$ cat src/rtl/spi_slave_if.sv
// spi_slave_if: serial pins plus the RAM-side frame/read-data handshake of the SPI slave.
`default_nettype none

interface spi_slave_if #(
  parameter int ADDR_SIZE = 8
);
  logic                   SS_n;
  logic                   MOSI;
  logic                   MISO;
  logic [ADDR_SIZE+1:0]   rx_data;
  logic                   rx_valid;
  logic [ADDR_SIZE-1:0]   tx_data;
  logic                   tx_valid;

  modport slave (
    input  SS_n, MOSI, tx_data, tx_valid,
    output MISO, rx_data, rx_valid
  );

  modport master (
    output SS_n, MOSI, tx_data, tx_valid,
    input  MISO, rx_data, rx_valid
  );
endinterface

`default_nettype wire

$ cat src/rtl/spi_slave.sv
// ----------------------------------------------------------------------------
// spi_slave: SPI slave framing (write / read-address / read-data) for a RAM.
// Revision: 1.0
// ----------------------------------------------------------------------------
`default_nettype none

module spi_slave #(
  parameter int ADDR_SIZE = 8
) (
  input  wire logic   clk,
  input  wire logic   rst,
  spi_slave_if.slave  bus
);

  localparam int F       = ADDR_SIZE + 2;
  localparam int CNT_W   = $clog2(F);
  localparam int TX_CW   = $clog2(ADDR_SIZE) + 1;
  localparam logic [CNT_W-1:0] LAST_CNT = CNT_W'(F - 2);
  localparam logic [CNT_W-1:0] DONE_CNT = CNT_W'(F - 1);

  typedef enum logic [2:0] {
    IDLE      = 3'd0,
    CHK_CMD   = 3'd1,
    WRITE     = 3'd2,
    READ_ADD  = 3'd3,
    READ_DATA = 3'd4
  } state_t;

  state_t                 state_q, state_d;
  logic [CNT_W-1:0]       cnt_q, cnt_d;
  logic [F-2:0]           shift_q, shift_d;
  logic [F-1:0]           rx_data_q, rx_data_d;
  logic                   rx_valid_q, rx_valid_d;
  logic                   miso_q, miso_d;
  logic                   rd_addr_flag_q, rd_addr_flag_d;
  logic                   tx_busy_q, tx_busy_d;
  logic                   tx_done_q, tx_done_d;
  logic [ADDR_SIZE-1:0]   tx_shift_q, tx_shift_d;
  logic [TX_CW-1:0]       tx_cnt_q, tx_cnt_d;

  always_ff @(posedge clk) begin
    if (rst) begin
      state_q        <= IDLE;
      cnt_q          <= '0;
      shift_q        <= '0;
      rx_data_q      <= '0;
      rx_valid_q     <= 1'b0;
      miso_q         <= 1'b0;
      rd_addr_flag_q <= 1'b0;
      tx_busy_q      <= 1'b0;
      tx_done_q      <= 1'b0;
      tx_shift_q     <= '0;
      tx_cnt_q       <= '0;
    end else begin
      state_q        <= state_d;
      cnt_q          <= cnt_d;
      shift_q        <= shift_d;
      rx_data_q      <= rx_data_d;
      rx_valid_q     <= rx_valid_d;
      miso_q         <= miso_d;
      rd_addr_flag_q <= rd_addr_flag_d;
      tx_busy_q      <= tx_busy_d;
      tx_done_q      <= tx_done_d;
      tx_shift_q     <= tx_shift_d;
      tx_cnt_q       <= tx_cnt_d;
    end
  end

  always_comb begin
    state_d        = state_q;
    cnt_d          = cnt_q;
    shift_d        = shift_q;
    rx_data_d      = rx_data_q;
    rx_valid_d     = 1'b0;
    miso_d         = 1'b0;
    rd_addr_flag_d = rd_addr_flag_q;
    tx_busy_d      = tx_busy_q;
    tx_done_d      = tx_done_q;
    tx_shift_d     = tx_shift_q;
    tx_cnt_d       = tx_cnt_q;

    // Deselect aborts any frame in flight; the read-address flag survives.
    if (state_q != IDLE && bus.SS_n) begin
      state_d    = IDLE;
      cnt_d      = '0;
      shift_d    = '0;
      tx_busy_d  = 1'b0;
      tx_done_d  = 1'b0;
      tx_shift_d = '0;
      tx_cnt_d   = '0;
    end else begin
      case (state_q)
        IDLE: begin
          cnt_d      = '0;
          shift_d    = '0;
          tx_busy_d  = 1'b0;
          tx_done_d  = 1'b0;
          tx_shift_d = '0;
          tx_cnt_d   = '0;
          if (!bus.SS_n) state_d = CHK_CMD;
        end

        CHK_CMD: begin
          shift_d = {shift_q[F-3:0], bus.MOSI};
          cnt_d   = '0;
          if (!bus.MOSI)           state_d = WRITE;
          else if (rd_addr_flag_q) state_d = READ_DATA;
          else                     state_d = READ_ADD;
        end

        WRITE, READ_ADD, READ_DATA: begin
          if (cnt_q != DONE_CNT) begin
            shift_d = {shift_q[F-3:0], bus.MOSI};
            cnt_d   = cnt_q + CNT_W'(1);
            if (cnt_q == LAST_CNT) begin
              rx_data_d  = {shift_q, bus.MOSI};
              rx_valid_d = 1'b1;
              if (state_q == READ_ADD) rd_addr_flag_d = 1'b1;
            end
          end else if (state_q == READ_DATA) begin
            // Frame received: one read burst per frame, MSB first.
            if (tx_busy_q) begin
              if (tx_cnt_q != '0) begin
                miso_d     = tx_shift_q[ADDR_SIZE-1];
                tx_shift_d = tx_shift_q << 1;
                tx_cnt_d   = tx_cnt_q - TX_CW'(1);
              end else begin
                tx_busy_d      = 1'b0;
                tx_done_d      = 1'b1;
                rd_addr_flag_d = 1'b0;
              end
            end else if (!tx_done_q && bus.tx_valid) begin
              miso_d     = bus.tx_data[ADDR_SIZE-1];
              tx_shift_d = bus.tx_data << 1;
              tx_cnt_d   = TX_CW'(ADDR_SIZE - 1);
              tx_busy_d  = 1'b1;
            end
          end
        end

        default: state_d = IDLE;
      endcase
    end
  end

  assign bus.MISO     = miso_q;
  assign bus.rx_data  = rx_data_q;
  assign bus.rx_valid = rx_valid_q;

endmodule

`default_nettype wire
$ cat src/flat_wrapper.sv
// flat-port wrapper written by rule: the top's interface ports become plain ports
module spi_slave_flat 
#(
  parameter int ADDR_SIZE = 8
)
  (clk, rst, bus_SS_n, bus_MOSI, bus_tx_data, bus_tx_valid, bus_MISO, bus_rx_data, bus_rx_valid);
  spi_slave_if #(.ADDR_SIZE(ADDR_SIZE)) bus_i ();
  input  wire logic clk;
  input  wire logic rst;
  input wire logic [$bits(bus_i.SS_n)-1:0] bus_SS_n;
  input wire logic [$bits(bus_i.MOSI)-1:0] bus_MOSI;
  input wire logic [$bits(bus_i.tx_data)-1:0] bus_tx_data;
  input wire logic [$bits(bus_i.tx_valid)-1:0] bus_tx_valid;
  output wire logic [$bits(bus_i.MISO)-1:0] bus_MISO;
  output wire logic [$bits(bus_i.rx_data)-1:0] bus_rx_data;
  output wire logic [$bits(bus_i.rx_valid)-1:0] bus_rx_valid;
  assign bus_i.SS_n = bus_SS_n;
  assign bus_i.MOSI = bus_MOSI;
  assign bus_i.tx_data = bus_tx_data;
  assign bus_i.tx_valid = bus_tx_valid;
  assign bus_MISO = bus_i.MISO;
  assign bus_rx_data = bus_i.rx_data;
  assign bus_rx_valid = bus_i.rx_valid;
  spi_slave #(.ADDR_SIZE(ADDR_SIZE)) u_core (.clk(clk), .rst(rst), .bus(bus_i));
endmodule
$ cat config.mk
export PLATFORM = sky130hd
export DESIGN_NAME = spi_slave_flat
export DESIGN_NICKNAME = d
export VERILOG_FILES = /design/src/rtl/spi_slave_if.sv /design/src/rtl/spi_slave.sv /design/src/flat_wrapper.sv
export SDC_FILE = /design/constraint.sdc
export NUM_CORES = 1
export LEC_CHECK = 0
export CAP_MARGIN = 25
export CORE_ASPECT_RATIO = 0.9
export CORE_UTILIZATION = 58
export CTS_CLUSTER_DIAMETER = 30
export DETAILED_ROUTE_END_ITERATION = 10
export PLACE_DENSITY = 0.84
export RECOVER_POWER = 25
export SLEW_MARGIN = 20
export SYNTH_ARGS = -nofsm -noshare
export SYNTH_HDL_FRONTEND = slang
export SYNTH_SLANG_ARGS = --single-unit
$ cat constraint.sdc
create_clock -name clk -period 4.5 [get_ports clk]
set_clock_uncertainty 0.05 [all_clocks]
set_input_delay 0.9 -clock clk [delete_from_list [all_inputs] [get_ports clk]]
set_output_delay 0.9 -clock clk [all_outputs]
set_load 0.01 [all_outputs]
# Yosys cells after proc, flatten, opt, wreduce, memory -nomap -nowiden

Cells that the tools add are included.

$add $sub $neg: 2
Equality and inequality tests: 17
Mux-type cells: 41
Bitwise operators: 4
Reduce and logical (&&, ||, !) cells: 24

Operators with widths:

| kind                                                  | number |
|---|---|
| two-way mux 8 bit                                     | 5 |
| one-hot mux 9 bit (3 select lines)                    | 1 |
| two-way mux 4 bit                                     | 6 |
| two-way mux 1 bit                                     | 19 |
| one-hot mux 4 bit (2 select lines)                    | 2 |
| one-hot mux 8 bit (2 select lines)                    | 1 |
| inequality test 2 bit, second input constant          | 5 |
| AND reduction 5 bit                                   | 2 |
| two-way mux 3 bit                                     | 3 |
| two-way mux 9 bit                                     | 1 |
| one-hot mux 3 bit (3 select lines)                    | 1 |
| inequality test 2 x 1 -> 1 bit, second input constant | 4 |
| nonzero test 2 bit                                    | 4 |
| AND reduction 7 bit                                   | 1 |
| == test 3 x 2 -> 1 bit, second input constant         | 2 |
| AND reduction 2 bit                                   | 3 |
| nonzero test 3 bit                                    | 2 |
| OR reduction 5 bit                                    | 1 |
| adder 4 x 1 -> 4 bit, second input constant           | 1 |
| == test 4 bit, second input constant                  | 1 |
| inequality test 4 bit, second input constant          | 1 |
| NOT 1 bit                                             | 4 |
| one-hot mux 1 bit (2 select lines)                    | 2 |
| AND reduction 4 bit                                   | 1 |
| 13 further kinds                                      | 15 |

Bits in registers: 43
Logic and storage cells: 99
Input bits: 13

# Depth between registers and ports, before layout

Gate-level depths: netlist of run 1.

Word-level depth: 7
Gate-level depth with buffers: 7

# Worst setup path after synthesis of run 1

Ideal clock, no wire load.

Path kind: in2reg
From: input port rst
To: register u_core.tx_shift_q[3]
Data arrival time: 1.791 ns
Library setup time: 0.129 ns
Stages: 6
Path buffers: 2
Path slack: 2.530 ns
Cells stage by stage: clkbuf_1 -> nor2_1 -> nand2_1 -> or2_0 -> clkbuf_1 -> o21ai_0

Word-level cells in the longest chain between the ends: 1

RTL lines:

| item                                | RTL line          | RTL |
|---|---|---|
| from (decl)                         | flat_wrapper.sv:9 | `input wire logic rst;` |
| OR reduction 2 bit (no source line) | n/a               |  |
| to (signal assigned)                | spi_slave.sv:64   | `tx_shift_q <= tx_shift_d;` |
| to (decl)                           | spi_slave.sv:38   | `logic [ADDR_SIZE-1:0] tx_shift_q, tx_shift_d;` |

No other way between the ends.
A chain may end at the register's enable or synchronous reset.

# Final worst setup path of run 1

Ends and elaborated chain as after synthesis.

==> results by stage, run 1 <==
Outcome:
- The flow ran to the end, and the final reports show no timing, DRC or antenna violations.

Finish:
- The count of non-filler cells in the finished layout is 279.
- The number of antenna cells inserted is 0.
- Measured on the finished design, the core utilization comes to 0.724.
- The area taken by flip-flops and latches is 841 µm².
- Compared with the post-synthesis result, the final layout area differs by 16.8%.
- The count of nets after finishing is 253.
- The number of inserted filler cells in the final layout is 237.
- The area of the multi-input gates is ~1000 µm².
- The final design area excluding fillers is 2250 µm².
- In the final layout, the share of cells above drive strength 1 is 0.0506.

Synthesis:
- The Yosys step of the flow raised 0 warnings.
- The cell count after synthesis is 217.
- The flop and latch count out of synthesis is 42.
- The number of different library cells used by synthesis comes to 43.
- The most used flip-flop cell after synthesis is dfxtp_1.
- Dividing the synthesized area by the synthesized cell count gives a little under 9 µm².
- The post-synthesis async set-or-reset flop share is 0.
- The biggest area contributor in the post-synthesis netlist is dfxtp_1.
- After synthesis the cells add up to 1930 µm².
- Yosys mapped a number of flops with a built-in enable equal to 0.
- After synthesis, the cell types taking the most area are dfxtp_1 (44%), mux2i_1 (15%), nand2_1 (5.8%), nand3_1 (3.4%), o21ai_0 (2.9%).
- For this run, the register share of the synthesized area comes to 0.436.
- The share of synthesized area in the top cell type comes to 0.436.
- The post-synth net total is around 230.

STA:
- Setup repair after global routing left no endpoint under its margin.
- For the pin with the worst max-slew slack, the measured transition is between 0.7 and 0.8 ns.
- The hold violation total from the final report came to 0.
- The worst relative slew slack is 0.521.
- Across all setup checks in the final design, the least slack found is 1.80 ns.
- After routing, the total negative slack on setup checks comes to 0 ns.
- The number of max-slew violations in the final report came to 0.
- Dividing the final minimum period by the clock period gives 0.600.
- The tightest hold path in the finished design has a slack of 0.412 ns.
- The final critical path time including I/O delays and setup is 2.70 ns.
- The peak clock frequency supported by timing is 371 MHz.
- Setup violations remaining at the end of the flow were counted as 0.

Worst setup path:
- Data arrives at the worst endpoint at roughly 2.8 ns.
- For flop-to-flop paths, the worst setup slack is about 2.2 ns.
- For this run, the slowest stage of the critical path takes 1.00 ns.
- The largest individual stage delay along the critical path comes from the cell dlygate4sd3_1.
- The element type at the critical path start is a primary input.
- STA classifies the critical path endpoint as a register.
- The worst setup path startpoint is rst.
- In this run the critical register-to-register path is launched from u_core.cnt_q[1].
- The number of cells on the worst reg-to-reg path is 7.
- In this run the worst path has a maximum fanout of 19.
- The worst setup path category is primary input to register.
- At the worst endpoint, the required time is 4.61 ns.
- The critical path goes through dlygate4sd3_1 -> nor2_1 -> nand2_1 -> or2_0 -> o21ai_0.
- The worst reg2reg path endpoint is u_core.bus.rx_data[3].

CTS:
- The clock passes through at most 2 buffers.
- The number of hold buffers added after cts is 0.
- The count of buffers added by post-CTS timing repair for setup is 0.
- Clock-pin slew was measured on the worst setup and hold paths at 0.08 ns.
- The total clock buffers created by CTS is 5.
- The tree is rooted in a clkbuf_8.
- The later pin in the worst-skew pair is clocked with a latency of between 0.2 and 0.3 ns.
- The number of sinks driven by the clock tree is 42.
- The H-tree depth is 2.
- TritonCTS built the clock tree.
- The number of instances resized during post-cts repair is 0.

Route:
- After detailed routing, the number of vias per cell comes to 5.51.
- The pre-antenna-repair detailed-routing pass consisted of 4 iterations.
- Summed over all layers, the routed wires come to ~3.8 mm.
- The detailed router placed 1,536 vias in this run.
- In the final routed layout, each cell accounts on average for ~14 µm.
- The first routing iteration left 72 violations.
- The count of antenna-violating nets left after detailed routing is 0.
- The number of design rule violations left after detail routing is 0.

Global routing:
- The initial antenna violation count is 0.
- The total overflow left after global routing is 0.
- The overall routing resource usage is 0.232.
- The global-route wire length before repair is 6.34 mm.
- The largest net degree at the start of global routing is 20.
- The number of global-route vias before repair came to 1,354.

Run:
- Max-cap violations in this run came to 0.

Worst hold path:
- The worst hold path was traced through 2 stages.
- The path with the worst hold slack has its endpoint at u_core.shift_q[8].
- The tightest min-delay check is of the register to register type.
- The worst hold path begins at u_core.shift_q[8].

Power and ir drop:
- The total power consumption of the routed design is around 0.65 mW.
- The static leakage is 0.762 nW.
- The power density over the cells is 289 nW/µm².
- The maximum VDD drop is 0.233 mV.

Placed design:
- The worst-case setup slack after placement is approximately 1.5 ns.
- The post-placement cell area is 2170 µm².
- The number of port buffers is 24.
- The congestion estimate from routability-driven global placement came to approximately 0.8.
- After detailed placement, the design holds a cell count of between 200 and 300.
- After legalization and detailed placement, the total HPWL measured about 2.6 mm.

Die:
- The die is around 57 µm tall.
- The die footprint is 3560 µm².
- The initial core utilization is 0.620.
- The number of top-level pins is 25.
- The floorplan die width is 62.8 µm.
- The core region area is 3110 µm².
- The floorplan has 19 rows.
flip-flops by register name (all words and copies together) (netlist names):
signal	flops
u_core.bus.MISO	1
u_core.bus.rx_data	10
u_core.bus.rx_valid	1
u_core.cnt_q	4
u_core.rd_addr_flag_q	1
u_core.shift_q	9
u_core.state_q	3
u_core.tx_busy_q	1
u_core.tx_cnt_q	4
u_core.tx_done_q	1
u_core.tx_shift_q	7
worst max-delay path by stage:
stage	endpoint	slack, ns	depth (start not counted)
global placement	u_core.bus.rx_data[4]	1.64	4
CTS	u_core.bus.rx_data[3]	1.86	4
global route	u_core.tx_shift_q[3]	1.63	5
detailed placement	u_core.bus.rx_data[3]	1.54	4
floorplan	u_core.tx_shift_q[3]	2.53	6
finish	u_core.tx_shift_q[3]	1.80	5
report_power, final:
| group | total (mW) | internal (mW) | switching (mW) |
|---|---|---|---|
| Sequential | 0.378 | 0.374 | 0.00451 |
| Combinational | 0.0385 | 0.0172 | 0.0213 |
| Clock | 0.235 | 0.109 | 0.126 |
| Total | 0.652 | 0.500 | 0.152 |
layout by cell type, fill, tap and decap left out, types with 6 or more instances in the layout:
cell             netlist  final
dfxtp_1               42     42
mux2i_1               29     29
inv_1                  7      7
nand3_1               13     13
clkdlybuf4s50_1        0     16
nor2_1                14     14
o21ai_0               11     11
o21ai_1                6      6
dlygate4sd3_1          0      8
nand2_1               30     30
critical path, delay by kind of cell:
family	cells	cell delay, ns
AOI/OAI and AO/OA	1	0.17
and+or+nand+nor	3	0.74
buffers and inverters	1	1.00
cell usage after synthesis, drive strengths merged (3+ instances only):
library cell / n
o21ai: 17
nand2: 30
mux2i: 29
dfxtp: 42
nor4: 4
nor2b: 4
nor2: 15
and2: 3
inv: 7
nand2b: 3
buf: 6
nand3: 13
clkbuf: 9
ha: 4
final cells by class:
type / instances / share of cell area
sequential: 42 / 0.373
multi-input combinational: 153 / 0.437
clock inverter: 2 / 0.00610
clock buffer: 6 / 0.0322
inverter: 7 / 0.0117
timing repair buffer: 27 / 0.117
tap: 42 / 0.0233
layer usage:
layer,part of all wire,global-route usage,routed length [µm]
met5,0,0,0
met4,0.013,0.0997,50
met3,0.050,0.0549,188
met2,0.45,0.346,1690
met1,0.49,0.317,1840
logic make-up (layout without fill, tap and decap cells):
family	count (synthesis)	after routing	share of synthesized area
adders and majority gates	4	4	0.0259
DFF	42	42	0.436
AOI/OAI and AO/OA	31	31	0.102
xor gates and xnor gates	1	1	0.00454
and+or+nand+nor	88	88	0.231
muxes	29	29	0.150
buffers and inverters	22	42	0.0512
(Power assumes the default switching activity.)
==> inputs of run 2 (changes only) <==
--- a/config.mk
+++ b/config.mk
@@ -7,10 +7,10 @@
 export LEC_CHECK = 0
 export CAP_MARGIN = 25
 export CORE_ASPECT_RATIO = 0.9
-export CORE_UTILIZATION = 58
+export CORE_UTILIZATION = 54
 export CTS_CLUSTER_DIAMETER = 30
 export DETAILED_ROUTE_END_ITERATION = 10
-export PLACE_DENSITY = 0.84
+export PLACE_DENSITY = 0.79
 export RECOVER_POWER = 25
 export SLEW_MARGIN = 20
 export SYNTH_ARGS = -nofsm -noshare
==> constraint.sdc (replaced) <==
create_clock -name clk -period 2.78 [get_ports clk]
set_clock_uncertainty 0.05 [all_clocks]
set_input_delay 0.556 -clock clk [delete_from_list [all_inputs] [get_ports clk]]
set_output_delay 0.556 -clock clk [all_outputs]
set_load 0.01 [all_outputs]
==> results by stage, run 2 (synthesis gave the netlist of run 1 again) <==
Finish:
- The number of antenna cells inserted was 0 (unchanged).
- The most frequent standard cell in the layout excluding fill and tap cells is dfxtp_1.
- In the layout the commonest cells are dfxtp_1 (42), nand2_1 (30), mux2i_1 (29), clkdlybuf4s50_1 (15), nor2_1 (14).
- The area taken by flip-flops and latches came to 841 µm² (unchanged).
- The number of inserted filler cells in the final layout is 302 (+27%).
- The count of non-filler cells in the finished layout is 284 (+1.8%).
- The number of flip-flops in the largest register is 10 (unchanged).
- The final design area excluding fillers is 2290 µm² (+1.4%).
- The count of nets after finishing is 256 (+1.2%).
- From synthesis to final layout, the design area changed by 18.4%.
- The fraction of final layout cells with drive strength greater than 1 is 0.0625 (+0.0119).
- The area of the multi-input gates is 991 µm² (+0.51%).

STA:
- The final-report setup violation count is 0 (unchanged).
- The final critical-path setup slack is 0.782 ns (-1.02 ns).
- The accumulated negative setup slack is 0 ns (unchanged).
- Setup repair after global routing left no endpoint under its margin.
- The worst relative slew slack is 0.560 (+0.0387).
- The peak clock frequency supported by timing is 500 MHz.
- The worst hold slack after final layout is 0.412 ns (+0.000182 ns).
- The hold violation total from the final report is 0 (unchanged).
- The slew of the pin with the lowest slew margin is 0.660 ns (-0.0557 ns).
- The number of max-slew violations in the final report is 0 (unchanged).
- Subtracting the final worst setup slack from the clock period gives 2.00 ns.
- The final worst-path cycle share is 0.719.

Global routing:
- The leftover overflow at the end of global routing is 0 (unchanged).
- The initial antenna violation count came to 0 (unchanged).
- The overall routing resource usage is 0.219 (-0.0129).
- The largest net degree at the start of global routing is 16 (-20%).
- The number of global-route vias before repair is 1,427 (+5.4%).
- The global-route wire length before repair was 6.42 mm (+1.2%).

Worst setup path:
- The endpoint arrival time on the critical path was 2.16 ns (-0.65 ns).
- Among all stages on the critical path, the largest delay is contributed by clkdlybuf4s50_1.
- The data required time at the worst endpoint is 2.94 ns (-1.67 ns).
- The worst-path maximum fanout is 9 (-10).
- The total buffers and inverters traversed by the critical path is 1 (unchanged).
- On the critical path the largest part of the delay comes from simple AND/OR/NAND/NOR gates.
- Walking the worst path, the cells encountered are clkdlybuf4s50_1 -> nor2_1 -> nand2_1 -> or2_0 -> o21ai_0.
- The capturing element type of the critical path is a register.
- The highest cell delay on the worst timing path is 0.57 ns (-0.43 ns).
- The worst setup path category is primary input to register.
- STA classifies the critical path startpoint as a primary input.

Power and ir drop:
- The maximum VDD drop is 0.321 mV (+38%).
- The switching power summed over all nets is 0.239 mW (+57%).
- The share of total power consumed by net switching is 0.222 (-0.0106).
- The power density over the cells was 470 nW/µm² (+62%).
- The static leakage is 0.783 nW (+2.9%).
- The internal power of the cells is 0.835 mW (+67%).
- The clock network fraction of design power is 0.368 (+0.007).
- The fraction of power consumed by sequential logic came to 0.571 (-0.009).
- The combinational share of power is 0.061 (+0.002).

Run:
- The total of max-cap violations is 0 (unchanged).

Route:
- The total detailed-routing wirelength is 3.70 mm (-1.8%).
- The number of vias in the routed layout is 1,597 (+4.0%).
- The number of DRC markers after the initial detailed-route iteration was 83 (+15%).
- The count of antenna-violating nets left after detailed routing is 0 (unchanged).
- The number of design rule violations left after detail routing is 0 (unchanged).
- The routed via count divided by cell count is 5.62 (+2.1%).
- The first-pass iteration count of the detailed router was 4 (unchanged).
- The per-cell routed wire length is 13.0 µm (-3.6%).

CTS:
- The count of buffers added by post-CTS timing repair for setup is 0 (unchanged).
- Clock tree synthesis selected as its root buffer the cell clkbuf_8.
- The clock insertion delay at the later pin of the skew report is 0.29 ns (about the same).
- The number of hold buffers added after cts is 0 (unchanged).
- The maximum number of buffers from clock root to sink was 2 (unchanged).
- The number of sinks driven by the clock tree was 42 (unchanged).
- The number of instances resized during post-cts repair is 0 (unchanged).
- The H-tree depth is 2 (unchanged).
- The total clock buffers created by CTS came to 5 (unchanged).
- The clock slew seen by the registers of the worst setup and hold paths is 0.07 ns (about the same).
- The CTS tree is built.

Die:
- The die footprint is 3820 µm² (+7.1%).
- The height of the die is 58.7 µm (+3.5%).
- The core region area is 3400 µm² (+9.3%).
- The site row count is 20 (+1).
- The floorplan die width came to 65.0 µm (+3.5%).
- The initial core utilization is 0.567 (-0.0526).
- The number of top-level pins came to 25 (unchanged).

Outcome:
- The flow ran to the end, and the final reports show no timing, DRC or antenna violations.

Placed design:
- The worst-case setup slack after placement is 0.517 ns (-1.02 ns).
- The total placed cells including tap cells is 276 (+2.2%).
- The post-placement cell area is 2200 µm² (+1.5%).
- The global placer's final weighted congestion is 0.822 (+2.2%).
- The number of port buffers is 24 (unchanged).
- The half-perimeter wire length of the detailed placement result is 2.60 mm (-0.66%).

Worst hold path:
- The class of the tightest hold or removal check is register to register.
## run 2: final timing paths
check / from / end / slack, ns / cells past startpoint
hold reg to reg: u_core.tx_shift_q[7] / u_core.tx_shift_q[7] / 0.41 / 2
setup reg to reg: u_core.state_q[2] / u_core.bus.rx_data[6] / 0.85 / 5
hold / removal: u_core.tx_shift_q[7] / u_core.tx_shift_q[7] / 0.41 / 2
setup / recovery: bus_SS_n / u_core.tx_shift_q[2] / 0.78 / 5
## run 2: area by class of cell
| class | instances | area share |
|---|---|---|
| Sequential cell | 42 | 0.368 |
| Clock buffer | 7 | 0.0378 |
| Timing Repair Buffer | 30 | 0.123 |
| Tap cell | 44 | 0.0241 |
| Clock inverter | 1 | 0.00219 |
| Inverter | 7 | 0.0115 |
| Multi-Input combinational cell | 153 | 0.433 |
## run 2: metal layers
layer  wire length [µm]  part of all wire  GRT usage  vias to the layer above
met1               1890              0.51      0.303                      749
met5                  0                 0          0                        -
met3                163             0.044     0.0465                        9
li1                   -                 -          -                      797
met4                 68             0.018     0.0932                        0
met2               1580              0.43      0.330                       42
## run 2: tightest hold or removal path, stage by stage (launching register included)
cell,delay [ns]
dfxtp_1,0.31
nand3_1,0.06
o21ai_1,0.05
## run 2: power groups by stage
stage	combinational (mW)	sequential, mW	clock [mW]
final	0.0652	0.613	0.395
after CTS	0.0659	0.612	0.402
after global routing	0.0733	0.614	0.433
after floorplan	0.0428	0.621	0
after detailed placement	0.0655	0.627	0
after global placement	0.0650	0.626	0
## run 2: stage by stage
stage / util / power [mW]
global placement: 0.646 / 0.691
finish: 0.672 / 1.07
floorplan: - / 0.664
CTS: 0.673 / 1.08
detailed placement: 0.646 / 0.692
global route: 0.672 / 1.12
==> inputs of run 3 (changes only) <==
==> constraint.sdc (replaced) <==
create_clock -name clk -period 1.9 [get_ports clk]
set_clock_uncertainty 0.05 [all_clocks]
set_input_delay 0.38 -clock clk [delete_from_list [all_inputs] [get_ports clk]]
set_output_delay 0.38 -clock clk [all_outputs]
set_load 0.01 [all_outputs]
==> results by stage, run 3 (synthesis gave the netlist of run 1 again) <==
STA:
- The hold violation total from the final report was 0 (unchanged).
- The accumulated negative setup slack is 0 ns (unchanged).
- The final critical-path setup slack is 0.159 ns (-0.623 ns).
- Setup repair after global routing left no endpoint under its margin.
- The final critical path time including I/O delays and setup is 1.74 ns.
- For this run, the top clock speed supported by timing is 574 MHz.
- The worst relative slew slack came to 0.722 (+0.163).
- The number of max-slew violations in the final report is 0 (unchanged).
- The slew of the pin with the lowest slew margin is 0.416 ns (-0.244 ns).
- The final-report setup violation count was 0 (unchanged).
- The final worst-path cycle share is 0.916.

Placed design:
- The number of port buffers came to 24 (unchanged).
- The total placed cells including tap cells is 285 (+3.3%).
- The global placer's final weighted congestion is 0.885 (+7.7%).
- The post-placement cell area is 2280 µm² (+3.6%).
- The worst-case setup slack after placement is -0.0991 ns (-0.616 ns).
- The half-perimeter wire length of the detailed placement result is 2.67 mm (+2.9%).

Die:
- The die footprint came to 3820 µm² (unchanged).
- The site row count is 20 (unchanged).
- The height of the die was 58.7 µm (unchanged).
- The number of top-level pins is 25 (unchanged).
- The core region area was 3400 µm² (unchanged).
- The initial core utilization is 0.567 (unchanged).
- The floorplan die width was 65.0 µm (unchanged).

CTS:
- The clock insertion delay at the later pin of the skew report is 0.29 ns (about the same).
- The number of sinks driven by the clock tree is 42 (unchanged).
- The root buffer selected by CTS is clkbuf_8.
- The clock slew seen by the registers of the worst setup and hold paths came to 0.08 ns (about the same).
- The H-tree depth is 2 (unchanged).
- The count of buffers added by post-CTS timing repair for setup is 0 (unchanged).
- The total clock buffers created by CTS is 5 (unchanged).
- The maximum number of buffers from clock root to sink is 2 (unchanged).
- The CTS tree is built.

Worst setup path:
- The endpoint arrival time on the critical path came to 1.88 ns (-0.28 ns).
- The data required time at the worst endpoint was 2.04 ns (-0.90 ns).
- STA classifies the critical path endpoint as a register.
- The register-to-register setup slack is 0.16 ns (-0.69 ns).
- The setup path with the least slack is of type register to register.
- The element type at the critical path start is a register.
- The worst reg2reg path endpoint is u_core.bus.rx_data[7].
- Following the worst setup path forward leads to its endpoint at u_core.bus.rx_data[7].
- The number of cells on the worst reg-to-reg path is 7 (+2).
- The worst setup path startpoint is u_core.cnt_q[1].
- The worst register-to-register path begins at u_core.cnt_q[1].
- The worst-path maximum fanout is 11 (+2).

Route:
- The total detailed-routing wirelength is 3.84 mm (+3.8%).
- The number of design rule violations left after detail routing is 0 (unchanged).
- The number of DRC markers after the initial detailed-route iteration came to 68 (-18%).
- The per-cell routed wire length is 13.1 µm (+0.59%).
- The first-pass iteration count of the detailed router is 4 (unchanged).
- The count of antenna-violating nets left after detailed routing came to 0 (unchanged).
- The routed via count divided by cell count came to 5.53 (-1.6%).
- The number of vias in the routed layout is 1,621 (+1.5%).

Finish:
- The most frequent standard cell in the layout excluding fill and tap cells is dfxtp_1.
- The area of the multi-input gates is 988 µm² (-0.25%).
- The number of antenna cells inserted was 0 (unchanged).
- The number of inserted filler cells in the final layout is 294 (-2.6%).
- The count of nets after finishing is 265 (+3.5%).
- The area taken by flip-flops and latches is 841 µm² (unchanged).
- The area growth from synthesis to layout is 25.3%.
- The post-route core utilization is 0.711 (+0.0390).
- In the layout the commonest cells are dfxtp_1 (42), nand2_1 (30), mux2i_1 (29), nor2_1 (15), clkdlybuf4s50_1 (15).
- The fraction of final layout cells with drive strength greater than 1 is 0.100 (+0.0379).
- The final design area excluding fillers is 2420 µm² (+5.8%).
- The count of non-filler cells in the finished layout is 293 (+3.2%).
- The number of flip-flops in the largest register is 10 (unchanged).

Global routing:
- The number of global-route vias before repair is 1,523 (+6.7%).
- The overall routing resource usage came to 0.226 (+0.00718).
- The largest net degree at the start of global routing is 17 (+1).
- The initial antenna violation count is 0 (unchanged).
- The global-route wire length before repair is 6.55 mm (+2.0%).
- The leftover overflow at the end of global routing is 0 (unchanged).

Power and ir drop:
- The power density over the cells came to 774 nW/µm² (+65%).
- The maximum VDD drop is 0.624 mV (+94%).
- The static leakage is 0.856 nW (+9.3%).

Run:
- The total of max-cap violations is 0 (unchanged).

Outcome:
- The run finished with clean final reports.

Worst hold path:
- In this run the worst hold path is classified as register to register.
## run 3: where the power goes
part           internal (mW)  leakage, nW  switching (mW)  total (mW)
logic                 0.0530        0.446          0.0637       0.117
registers              0.885        0.339         0.00301       0.888
clock network          0.560       0.0714           0.306       0.867
total                   1.50        0.856           0.373        1.87
## run 3: worst min path at each step
stage / from / endpoint / slack (ns) / cells past startpoint
after floorplan: u_core.tx_shift_q[1] / u_core.tx_shift_q[1] / 0.38 / 2
after global placement: u_core.tx_shift_q[4] / u_core.tx_shift_q[4] / 0.40 / 2
after detailed placement: u_core.tx_shift_q[7] / u_core.tx_shift_q[7] / 0.40 / 2
after CTS: u_core.tx_shift_q[7] / u_core.tx_shift_q[7] / 0.42 / 2
after global routing: u_core.tx_shift_q[1] / u_core.tx_shift_q[1] / 0.43 / 2
final: u_core.tx_shift_q[7] / u_core.tx_shift_q[7] / 0.41 / 2
## run 3: routing by layer
layer	global-route usage	wire, µm	vias to the layer above	part of all wire
met5	0	0	-	0
met2	0.363	1700	41	0.44
li1	-	-	820	-
met1	0.290	1900	751	0.50
met4	0.112	79	0	0.021
met3	0.0465	162	9	0.042
## run 3: timing repair
action	CTS	global route
gates resized for setup	0	1
endpoints found under the setup margin	0	6
hold buffers	0	0
## run 3: area by class of cell
type,instances,area share
clock buffer,6,0.0341
clock inverter,2,0.0248
multi-input combinational,153,0.409
timing repair buffer,39,0.151
inverter,7,0.0109
tap,44,0.0228
sequential,42,0.348
## run 3: worst max-delay path, cell delays in order, from the launching register on
cell	delay [ns]
dfxtp_1	0.33
inv_1	0.06
ha_1	0.19
nand4bb_1	0.26
a211oi_2	0.32
buf_12	0.18
mux2i_1	0.19
nor2_1	0.05
## run 3: metrics by stage
step / power (mW) / hold WS, ns
finish: 1.87 / 0.411
CTS: 1.88 / 0.416
detailed placement: 1.02 / 0.404
global route: 1.94 / 0.432
global placement: 1.02 / 0.397
floorplan: 0.971 / 0.384
